## src/rtl/la_dmux_pkg.sv

```systemverilog
// Shared types and helpers for la_dmuxreg and its skid buffer.
//  - skid_state_e : occupancy state of the 2-entry skid buffer
//  - popcount / is_onehot : select-vector population check
//  - onehot_or : OR of all selected channels of a packed channel vector
//  - err_cnt_max : saturation value of a CW-bit error counter
// The helpers work on fixed maximum widths (MAX_N channels, MAX_W bits per channel).
// Callers zero-extend their vectors into these widths and truncate the result.
package la_dmux_pkg;

  localparam int unsigned MAX_N      = 32;
  localparam int unsigned MAX_W      = 32;
  localparam int unsigned MAX_NW     = MAX_N * MAX_W;
  localparam int unsigned IDX_W      = $clog2(MAX_NW);
  localparam int unsigned PC_W       = $clog2(MAX_N + 1);
  localparam int unsigned CNT_MAX_CW = 32;

  typedef enum logic [1:0] {
    SK_EMPTY = 2'd0,
    SK_ONE   = 2'd1,
    SK_FULL  = 2'd2
  } skid_state_e;

  // Number of set bits; zero-extension of the argument does not change it.
  function automatic logic [PC_W-1:0] popcount(input logic [MAX_N-1:0] v);
    logic [PC_W-1:0] c;
    c = '0;
    for (int unsigned i = 0; i < MAX_N; i++) begin
      c = c + PC_W'(v[i]);
    end
    return c;
  endfunction

  function automatic logic is_onehot(input logic [MAX_N-1:0] v);
    return popcount(v) == PC_W'(1);
  endfunction

  // Bit b of the result is the OR of bit b of every channel i with sel[i] set.
  // Channel i occupies data[i*w +: w]; channels at or above n are ignored.
  function automatic logic [MAX_W-1:0] onehot_or(input int unsigned      n,
                                                 input int unsigned      w,
                                                 input logic [MAX_N-1:0] sel,
                                                 input logic [MAX_NW-1:0] data);
    logic [MAX_W-1:0] r;
    r = '0;
    for (int unsigned i = 0; i < MAX_N; i++) begin
      for (int unsigned b = 0; b < MAX_W; b++) begin
        if ((i < n) && (b < w) && sel[i]) begin
          r[b] = r[b] | data[IDX_W'(i * w + b)];
        end
      end
    end
    return r;
  endfunction

  // All-ones value of a cw-bit counter, returned in CNT_MAX_CW bits.
  function automatic logic [CNT_MAX_CW-1:0] err_cnt_max(input int unsigned cw);
    return (cw >= CNT_MAX_CW) ? '1
                              : (CNT_MAX_CW'(1) << cw) - CNT_MAX_CW'(1);
  endfunction

endpackage

```

## src/rtl/la_skid2.sv

```systemverilog
// W-bit, 2-entry valid/ready skid buffer with a registered output stage.
// Ports:
//  clk, nreset         clock, asynchronous active-low reset
//  in_data/in_valid    upstream word and its valid
//  in_ready            registered: low only while both entries are occupied
//  out_data/out_valid  registered output word and its valid
//  out_ready           downstream accept
// Words leave in arrival order; a pop refills the output from the skid entry
// in the same cycle, and an accept during a pop with an empty skid goes straight
// to the output, so back-to-back traffic sees no bubble.
module la_skid2 #(
  parameter int unsigned W = 1
) (
  input  logic         clk,
  input  logic         nreset,
  input  logic [W-1:0] in_data,
  input  logic         in_valid,
  output logic         in_ready,
  output logic [W-1:0] out_data,
  output logic         out_valid,
  input  logic         out_ready
);
  import la_dmux_pkg::*;

  skid_state_e  r_state;
  skid_state_e  w_state_nxt;
  logic [W-1:0] r_out;
  logic [W-1:0] r_skid;
  logic         r_out_valid;
  logic         r_in_ready;
  logic         w_acc;
  logic         w_pop;
  logic         w_load_out;
  logic         w_out_from_skid;
  logic         w_load_skid;

  assign w_acc = in_valid & r_in_ready;
  assign w_pop = r_out_valid & out_ready;

  // Occupancy state register.
  always_ff @(posedge clk or negedge nreset) begin
    if (!nreset) begin
      r_state <= SK_EMPTY;
    end else begin
      r_state <= w_state_nxt;
    end
  end

  // Next occupancy and datapath load strobes.
  always_comb begin
    w_state_nxt     = r_state;
    w_load_out      = 1'b0;
    w_out_from_skid = 1'b0;
    w_load_skid     = 1'b0;
    case (r_state)
      SK_EMPTY: begin
        if (w_acc) begin
          w_load_out  = 1'b1;
          w_state_nxt = SK_ONE;
        end
      end
      SK_ONE: begin
        if (w_acc && w_pop) begin
          w_load_out = 1'b1;
        end else if (w_acc) begin
          w_load_skid = 1'b1;
          w_state_nxt = SK_FULL;
        end else if (w_pop) begin
          w_state_nxt = SK_EMPTY;
        end
      end
      SK_FULL: begin
        // in_ready is low here, so only a pop can happen.
        if (w_pop) begin
          w_out_from_skid = 1'b1;
          w_state_nxt     = SK_ONE;
        end
      end
      default: begin
        w_state_nxt = SK_EMPTY;
      end
    endcase
  end

  // Data and handshake registers; flags track the next occupancy state.
  always_ff @(posedge clk or negedge nreset) begin
    if (!nreset) begin
      r_out       <= '0;
      r_skid      <= '0;
      r_out_valid <= 1'b0;
      r_in_ready  <= 1'b1;
    end else begin
      if (w_load_out) begin
        r_out <= in_data;
      end else if (w_out_from_skid) begin
        r_out <= r_skid;
      end
      if (w_load_skid) begin
        r_skid <= in_data;
      end
      r_out_valid <= (w_state_nxt != SK_EMPTY);
      r_in_ready  <= (w_state_nxt != SK_FULL);
    end
  end

  assign out_data  = r_out;
  assign out_valid = r_out_valid;
  assign in_ready  = r_in_ready;

endmodule

```

## src/rtl/la_dmuxreg.sv

```systemverilog
// N-input, W-bit one-hot OR mux feeding a registered, flow-controlled output.
// Build option: define LA_DMUXREG_ERRCHK_EN to build the non-one-hot select
// checker (err / err_cnt); otherwise err and err_cnt are tied low and err_clr
// is ignored.
// Ports:
//  clk, nreset        clock, asynchronous active-low reset
//  sel[N]             channel select, expected one-hot
//  in[N*W]            packed channel data, channel 0 in the LSBs
//  in_valid/in_ready  input handshake
//  out[W]/out_valid   registered result and its valid, one cycle after accept
//  out_ready          consumer accept
//  err                sticky flag: a non-one-hot select was accepted
//  err_cnt[CW]        saturating count of such accepts
//  err_clr            synchronous clear of err and err_cnt
// Limits: N <= 32, W <= 32, CW <= 32.
module la_dmuxreg #(
  parameter int unsigned N    = 5,
  parameter int unsigned W    = 1,
  parameter int unsigned CW   = 8,
  parameter string       PROP = "DEFAULT"
) (
  input  logic          clk,
  input  logic          nreset,
  input  logic [N-1:0]  sel,
  input  logic [N*W-1:0] in,
  input  logic          in_valid,
  output logic          in_ready,
  output logic [W-1:0]  out,
  output logic          out_valid,
  input  logic          out_ready,
  output logic          err,
  output logic [CW-1:0] err_cnt,
  input  logic          err_clr
);
  import la_dmux_pkg::*;

  logic [W-1:0] w_mux;
  logic         w_unused_prop;

  // PROP is only a tag for the implementation flow.
  assign w_unused_prop = (PROP != "");

  // Combinational select ahead of the output register.
  assign w_mux = W'(onehot_or(N, W, MAX_N'(sel), MAX_NW'(in)));

  la_skid2 #(
    .W (W)
  ) u_skid (
    .clk       (clk),
    .nreset    (nreset),
    .in_data   (w_mux),
    .in_valid  (in_valid),
    .in_ready  (in_ready),
    .out_data  (out),
    .out_valid (out_valid),
    .out_ready (out_ready)
  );

`ifdef LA_DMUXREG_ERRCHK_EN
  localparam logic [CW-1:0] ERR_MAX = CW'(err_cnt_max(CW));

  logic          w_acc;
  logic          w_viol;
  logic          r_err;
  logic [CW-1:0] r_err_cnt;

  assign w_acc  = in_valid & in_ready;
  assign w_viol = w_acc & ~is_onehot(MAX_N'(sel));

  // A violation outranks a clear in the same cycle, restarting the count at 1.
  always_ff @(posedge clk or negedge nreset) begin
    if (!nreset) begin
      r_err     <= 1'b0;
      r_err_cnt <= '0;
    end else if (w_viol) begin
      r_err <= 1'b1;
      if (err_clr) begin
        r_err_cnt <= CW'(1);
      end else if (r_err_cnt != ERR_MAX) begin
        r_err_cnt <= r_err_cnt + CW'(1);
      end
    end else if (err_clr) begin
      r_err     <= 1'b0;
      r_err_cnt <= '0;
    end
  end

  assign err     = r_err;
  assign err_cnt = r_err_cnt;
`else
  logic w_unused_err_clr;

  assign w_unused_err_clr = err_clr;
  assign err              = 1'b0;
  assign err_cnt          = '0;
`endif

endmodule

```

## config.mk

```make
export PLATFORM = sky130hd
export DESIGN_NAME = la_dmuxreg
export DESIGN_NICKNAME = d
export VERILOG_FILES = /design/src/rtl/la_dmux_pkg.sv /design/src/rtl/la_skid2.sv /design/src/rtl/la_dmuxreg.sv
export SDC_FILE = /design/constraint.sdc
export NUM_CORES = 1
export LEC_CHECK = 0
export BUFFER_PORTS_ARGS = -buffer_cell sky130_fd_sc_hd__buf_4
export CAP_MARGIN = 0
export CORE_AREA = 2 2 39 41
export DETAILED_ROUTE_END_ITERATION = 6
export DIE_AREA = 0 0 41 43
export PLACE_DENSITY_LB_ADDON = 0.3
export SYNTH_ARGS = -nofsm -noshare
export SYNTH_HDL_FRONTEND = slang
export SYNTH_SLANG_ARGS = --single-unit
```

## constraint.sdc

```tcl
create_clock -name clk -period 1 [get_ports clk]
set_input_delay 0.1 -clock clk [delete_from_list [all_inputs] [get_ports clk]]
set_output_delay 0.1 -clock clk [all_outputs]
set_load 0.05 [all_outputs]
```

* After elaboration in Yosys (flattened, before gate mapping) *
Index checks and enable logic that the tools add are counted.

word-level totals
  flip-flop bits (word level) = 6
  input bits = 15
  output and inout port bits = 12
  logic and storage cells = 38

cells by class
  eq/ne operators = 3
  mux-type cells = 20
  bitwise logic cells = 6
  reduce and logical (&&, ||, !) cells = 4

operators with widths
  kind                                                 count
  two-way mux 1 bit                                    13
  two-way mux 2 bit                                    5
  one-hot mux 2 bit (3 select lines)                   1
  bitwise OR 1 bit                                     4
  nonzero test 2 bit                                   2
  AND 1 bit                                            2
  equality test 2 x 1 -> 1 bit, second input constant  1
  equality test 2 bit, second input constant           1
  logical NOT 2 bit                                    1
  != test 2 bit, second input constant                 1
  one-hot mux 1 bit (2 select lines)                   1
  logical AND 1 bit                                    1

* Logic depth before layout (Yosys ltp) *
Gate-level depths: netlist of the first run.

  depth in word-level cells = 10
  gate-level depth with buffers = 3
  mapped depth without buffers = 3

* Modules after synthesis *
A second synthesis of the first run with hierarchy kept.

unflattened totals
  cell total of the unflattened synthesis = 38
  area total of the unflattened synthesis = 381.6 µm²

by module, submodules not included
  module      instances  cells each  area an instance (µm²)  sequential area each (µm²)
  la_skid2    1          25          289.0                   151.4
  la_dmuxreg  1          13          92.6                    0.0

* Worst setup path before layout of the first run *
OpenSTA, ideal clock, no wires.

  path type = reg-to-reg
  start = register u_skid.r_out_valid, in the netlist u_skid.out_valid
  end = register u_skid.r_skid
  library setup time = 0.079 ns
  arrival time = 1.268 ns
  required time = 0.921 ns
  setup slack = -0.347 ns
  stages on the path, launching flop included = 4
  buffers on the path = 0
  clock period less this slack = 1.347 ns
  path through = dfrtp_1 -> a21boi_2 -> nor3b_4 -> mux2i_1

on the way
  cells in the longest elaborated chain, start to end = 4

RTL lines
  element                 RTL line         RTL
  from (decl)             la_skid2.sv:29   logic r_out_valid;
  from (signal assigned)  la_skid2.sv:101  r_out_valid <= (w_state_nxt != SK_EMPTY);
  AND 1 bit               la_skid2.sv:38   assign w_pop = r_out_valid & out_ready;
  logical AND 1 bit       la_skid2.sv:63   if (w_acc && w_pop) begin
  two-way mux 1 bit       la_skid2.sv:63
  two-way mux 1 bit       la_skid2.sv:55   case (r_state)
  to (signal assigned)    la_skid2.sv:99   r_skid <= in_data;
  to (decl)               la_skid2.sv:28   logic [W-1:0] r_skid;

No other way between the ends.
A chain may end at the register's enable or synchronous reset.

* Final worst setup path of the first run *
  start = register u_skid.r_in_ready, in the netlist u_skid.in_ready
  end = output port in_ready

RTL lines
  element                 RTL line          RTL
  from (decl)             la_skid2.sv:30    logic r_in_ready;
  from (signal assigned)  la_skid2.sv:102   r_in_ready <= (w_state_nxt != SK_FULL);
  to (decl)               la_dmuxreg.sv:27  output logic in_ready,

No word-level cell between the ends.

==> flow_summary_export.csv, run 1 <==
group,metric,value,unit
status,status,"finished with violations",
status,violations,"setup timing",
synth,yosysTopAreaCell,"dfrtp_1",
floorplan,die_y,43,um
synth,yosys_warnings,0,
floorplan,initial_core_util,27.1,%
floorplan,boundaryPins,27,
layout,fillCellCount,142,
place,placed_cell_area,527,um2
synth,synth-edff-count,0,
sta,clock.fmax,883,MHz
worst_setup_path,critPathMaxFanout,2,
place,io_buffers,16,
layout,design_area,618,um2
global_route,grt_pass1_wl,1100,um
clocking,ctsHtreeMaxLevel,1,
synth,netlist_area,375,um2
drt,vias_per_cell,4.16,
clocking,numCtsBuffers,3,
layout,syn_to_final_growth,64.7,%
synth,synth.most_common_cell,"buf_4",
drt,dr_total_vias,333,
clocking,cts_tree,"built",
worst_setup_path,startpoint_type,"flop",
layout,num-nets-final,80,
sta,fin_skew,7.75,ps
drt,drc,0,
sta,finalCritPeriodShare,113,%
sta,hold-worst-slack,156,ps
global_route,grt_pass1_vias,289,
floorplan,core,1380,um2
power_and_ir_drop,p_per_area,2850,nW/um2
drt,finalWirelength,767,um
sta,setup_viol,6,
power_and_ir_drop,peakVddDrop,0.000811,V
synth,synth.top_cell.area_share,33.3,%
flow_run,maxCapViolations,0,
clocking,clk_latency,250,ps
place,gp_congestion,0.654,
synth,yosys-top-cells-count,"buf_4, dfrtp_1, mux2i_1",
global_route,grt_usage,9.29,%
synth,yosysSeqAreaShare,40.3,%
global_route,grt_max_degree,7,
sta,fin_crit,1130,ps
synth,syn_area_per_cell,10.1,um2
floorplan,num_rows,14,
place,place_hpwl,586,um
floorplan,die_area,1760,um2
clocking,cts_root_buf,"clkbuf_4",
worst_setup_path,cp_data_required_time,900,ps
drt,wire_per_inst,9.59,um
synth,synthArstFlopShare,100,%
drt,drtIter0Drc,4,
layout,antenna_cells,0,
drt,dr.pass1.iters,4,
drt,ant_nets,0,
synth,synthCells,37,
layout,drive_gt1_share,54.7,%
power_and_ir_drop,p_leak,0.000307,uW
worst_hold_path,hold_path.class,"in2reg",
global_route,grt_overflow,0,
worst_setup_path,worstSetupPathType,"reg2out",
global_route,antenna_found_initial,0,
sta,hold_violations,0,
sta,slew_violations,0,
worst_setup_path,cp_data_arrival_time,1030,ps
worst_setup_path,endpoint_kind,"primary output",
clocking,cts_buffer_depth,2,
sta,rsz0062_at_grt,"yes",
synth,ys.flop_type,"dfrtp_1",
clocking,cts_sinks,6,
sta,fin_ws,-133,ps
synth,ys_types,21,
clocking,cts.reportedPaths.clkPinSlew,50,ps
synth,ys_seq_elements,6,
synth,yosys-top-cells-area,"dfrtp_1, buf_4, mux2i_1",
floorplan,die_x,41,um
[what timing repair did]
| item | 4_1_cts | 5_1_grt |
|---|---|---|
| setup endpoints to repair | 6 | 7 |
| resized for setup | 4 | 5 |
| endpoints found under the hold margin | 6 | 0 |
| pin swaps | 1 | 5 |
| hold buffers | 1 | 0 |
| setup buffers | 1 | 2 |
[worst max-delay path, cell delays in order (launching register included)]
cell and delay [ps]:
dfstp_2 550, buf_6 110, buf_8 130
[worst paths after layout]
check,start,to,slack (ps),cells past startpoint
worst max-delay path,u_skid.in_ready,in_ready,-130,2
worst min-delay path,in_valid,u_skid.out_valid,160,3
worst max register to register,u_skid.in_ready,u_skid.r_skid,-120,3
worst min register to register,u_skid.r_skid,u_skid.r_skid,530,2
max in group asynchronous,nreset,u_skid.in_ready,590,2
min in group asynchronous,nreset,u_skid.out_valid,200,2
[state kept, by name (all words and copies together) (netlist names)]
register and count:
u_skid.r_state 2, u_skid.in_ready 1, u_skid.out_data 1, u_skid.out_valid 1
u_skid.r_skid 1
[metrics by stage]
step / std cells / TNS (ps) / setup WS, ps / util, % / total power, uW
detailed placement: 72 / -318 / -130 / 38.1 / 1330
global route: 80 / -874 / -189 / 44.7 / 1870
finish: 80 / -483 / -133 / 44.7 / 1760
global placement: 72 / -276 / -102 / 38.1 / 1320
CTS: 78 / -512 / -141 / 42.3 / 1670
floorplan: 45 / -948 / -274 / - / 1070
[layout make-up]
class	instances	area, um2	area share [%]
multi-input combinational	29	213	34.4
timing repair buffer	24	201	32.6
sequential	6	154	24.9
clock buffer	4	26.3	4.25
tap	16	20.0	3.24
inverter	1	3.75	0.607
[per-layer routing]
layer  vias to the layer above  part of all wire, %  track usage [%]
met1                       151                   40             11.5
met5                         -                    0                0
met2                        19                   51             14.1
li1                        163                    -                -
met4                         0                    0             4.00
met3                         0                  9.0             3.14
[kinds of logic (layout without fill, tap and decap cells)]
family | after synthesis | after routing | share of synthesized area (%)
AND/OR/NAND/NOR | 10 | 10 | 18.3
buffers and inverters | 10 | 29 | 19.0
flip-flops | 6 | 6 | 40.3
other | 1 | 9 | 0.999
XOR/XNOR | 1 | 1 | 2.33
multiplexers | 3 | 3 | 8.00
AO/OA/AOI/OAI | 6 | 6 | 11.0
[power by group]
| group | switching (uW) | internal (uW) |
|---|---|---|
| registers | 125 | 379 |
| clock network | 97.6 | 152 |
| logic | 517 | 491 |
[cells in the final DEF, fill, tap and decap left out, types with 2 or more instances in the layout]
cell	instances
dfrtp_2	2
conb_1	9
nand2_1	2
clkbuf_4	3
buf_6	3
dfrtp_1	3
mux2i_1	3
buf_4	19
Note: power is estimated with default switching activity, not from simulation.
==> run 2: changes to the inputs <==
Settings changed: CTS_BUF_LIST set to sky130_fd_sc_hd__clkbuf_8, GPL_TIMING_DRIVEN set to 0.
==> run 2 against run 1 <==
The flow still finishes with violations (setup timing); critical path type is now reg2reg; flip-flop and latch count did not move; die area did not move; routed wire length is 3.8% lower; largest cell class is now buffers.
==> flow_summary_export.csv, run 2 (synthesis results as in run 1) <==
group,metric,value,unit
drt,finalWirelength,738,um
power_and_ir_drop,p_comb_share,51.2,%
global_route,grt_overflow,0,
floorplan,die_x,41,um
layout,num-nets-final,85,
power_and_ir_drop,p_leak,0.000343,uW
status,violations,"setup timing",
global_route,use_met1,13.7,%
sta,hold_violations,0,
worst_setup_path,worstSetupPathType,"reg2reg",
drt,dr.pass1.iters,4,
worst_setup_path,r2r_start,"u_skid.in_ready",
worst_setup_path,reg2reg_to,"u_skid.r_skid",
global_route,grt_pass1_vias,299,
layout,drive_gt1_share,55.1,%
worst_setup_path,cpMaxStageDelayCell,"dfstp_2",
drt,wire_per_inst,8.68,um
drt,vias_per_cell,3.87,
clocking,ctsHtreeMaxLevel,1,
layout,largest_reg_flops,2,
drt,drc,0,
sta,setup_viol,7,
status,status,"finished with violations",
sta,fin_crit,1120,ps
worst_setup_path,worst-path-stages,3,
drt,drtIter0Drc,5,
worst_setup_path,cp_data_arrival_time,1270,ps
power_and_ir_drop,p_clk_share,20.7,%
worst_setup_path,endpoint_kind,"flop",
clocking,cts_root_buf,"clkbuf_8",
worst_setup_path,cp-startpoint,"u_skid.in_ready",
worst_hold_path,hold_path.class,"in2reg",
clocking,cts_tree,"built",
worst_setup_path,critPathMaxFanout,3,
layout,multiInputGateArea,206,um2
place,detailedPlace.worstSlack,-160,ps
floorplan,initial_core_util,27.1,%
flow_run,maxCapViolations,0,
layout,antenna_cells,0,
global_route,grt_usage,10.1,%
power_and_ir_drop,p_sw_share,40.6,%
global_route,met2_usage,13.4,%
sta,hold-worst-slack,186,ps
sta,finalSetupTns,-423,ps
drt,ant_nets,0,
global_route,use_met3,3.14,%
sta,slew_violations,0,
power_and_ir_drop,power_frac_seq,28.1,%
place,place_hpwl,564,um
sta,fin_ws,-124,ps
place,gp_congestion,0.666,
worst_setup_path,crit_family,"flip-flops",
layout,final_cells,85,
floorplan,die_area,1760,um2
floorplan,core,1380,um2
sta,clock.fmax,889,MHz
clocking,cts_buffer_depth,2,
clocking,cts.reportedPaths.clkPinSlew,40,ps
clocking,clk_latency,220,ps
worst_setup_path,startpoint_type,"flop",
global_route,grt_pass1_wl,1150,um
floorplan,boundaryPins,27,
layout,top_register,"u_skid.r_state",
power_and_ir_drop,p_sw,719,uW
worst_setup_path,crit_chain,"nand2_4 -> nor3b_4 -> mux2i_1",
worst_setup_path,rrSetupSlack,-120,ps
drt,dr_total_vias,329,
layout,fillCellCount,142,
place,io_buffers,16,
worst_setup_path,reg2reg_depth,3,
layout,syn_to_final_growth,75.0,%
sta,finalCritPeriodShare,112,%
sta,fin_skew,2.23,ps
layout,final_common_cell,"buf_4",
floorplan,die_y,43,um
layout,seqCellArea,154,um2
power_and_ir_drop,p_int,1050,uW
power_and_ir_drop,peakVddDrop,0.00101,V
layout,final_cell_mix,"buf_4, conb_1, mux2i_1, clkbuf_8, dfrtp_1",
global_route,grt_max_degree,7,
worst_setup_path,crit_buf_inv,0,
clocking,numCtsBuffers,3,
floorplan,num_rows,14,
worst_setup_path,cp_data_required_time,1140,ps
sta,rsz0062_at_grt,"yes",
power_and_ir_drop,p_per_area,2700,nW/um2
worst_setup_path,endpoint,"u_skid.r_skid",
global_route,antenna_found_initial,0,
place,dp.cells,77,
clocking,cts_sinks,6,
worst_setup_path,max_stage_delay,550,ps
global_route,grt-busiest-layer,"met1",
-- run 2: power by group through the flow --
stage          registers, uW  clock network, uW  logic, uW
5_1_grt                  521                388        979
3_3_place_gp             496                  0        755
4_1_cts                  494                381        911
6_report                 499                366        907
3_5_place_dp             499                  0        759
2_1_floorplan            683                  0        383
-- run 2: final cells by class --
type                    instances  share of cell area, %
multi-input cells              29                   31.4
repair buffers                 20                   24.4
flip-flops and latches          6                   23.4
plain buffers                   9                   10.3
clock buffers                   3                   6.29
well taps                      16                   3.05
clock inverters                 1                  0.571
inverters                       1                  0.571
-- run 2: tightest hold or removal path, stage by stage --
cell,delay (ps)
buf_4,100
a21oi_1,60
o21ai_1,100
-- run 2: worst min-delay path by stage --
stage / cells after the start / endpoint / slack [ps] / from
2_1_floorplan: 0 / u_skid.out_data / -200 / nreset
3_3_place_gp: 1 / u_skid.r_state[0] / -90 / nreset
3_5_place_dp: 1 / u_skid.r_state[0] / -90 / nreset
4_1_cts: 3 / u_skid.in_ready / 170 / out_ready
5_1_grt: 3 / u_skid.in_ready / 200 / out_ready
6_report: 3 / u_skid.out_valid / 190 / in_valid
-- run 2: what timing repair did --
action	CTS	global route
hold endpoints to repair	6	0
buffers inserted	3	0
endpoints found under the setup margin	5	8
gates resized for setup	3	2
hold buffers	1	0
pin swaps	2	1
-- run 2: layer usage --
layer | share of wire, % | vias to the layer above
li1 | - | 171
met3 | 11 | 0
met2 | 48 | 17
met1 | 42 | 141
met5 | 0 | -
met4 | 0 | 0
-- run 2: per-stage QoR --
stage	area (um2)	utilization (%)	power, uW
2_1_floorplan	424	-	1070
3_3_place_gp	564	40.8	1250
3_5_place_dp	564	40.8	1260
4_1_cts	656	47.4	1790
5_1_grt	657	47.5	1890
6_report	657	47.5	1770
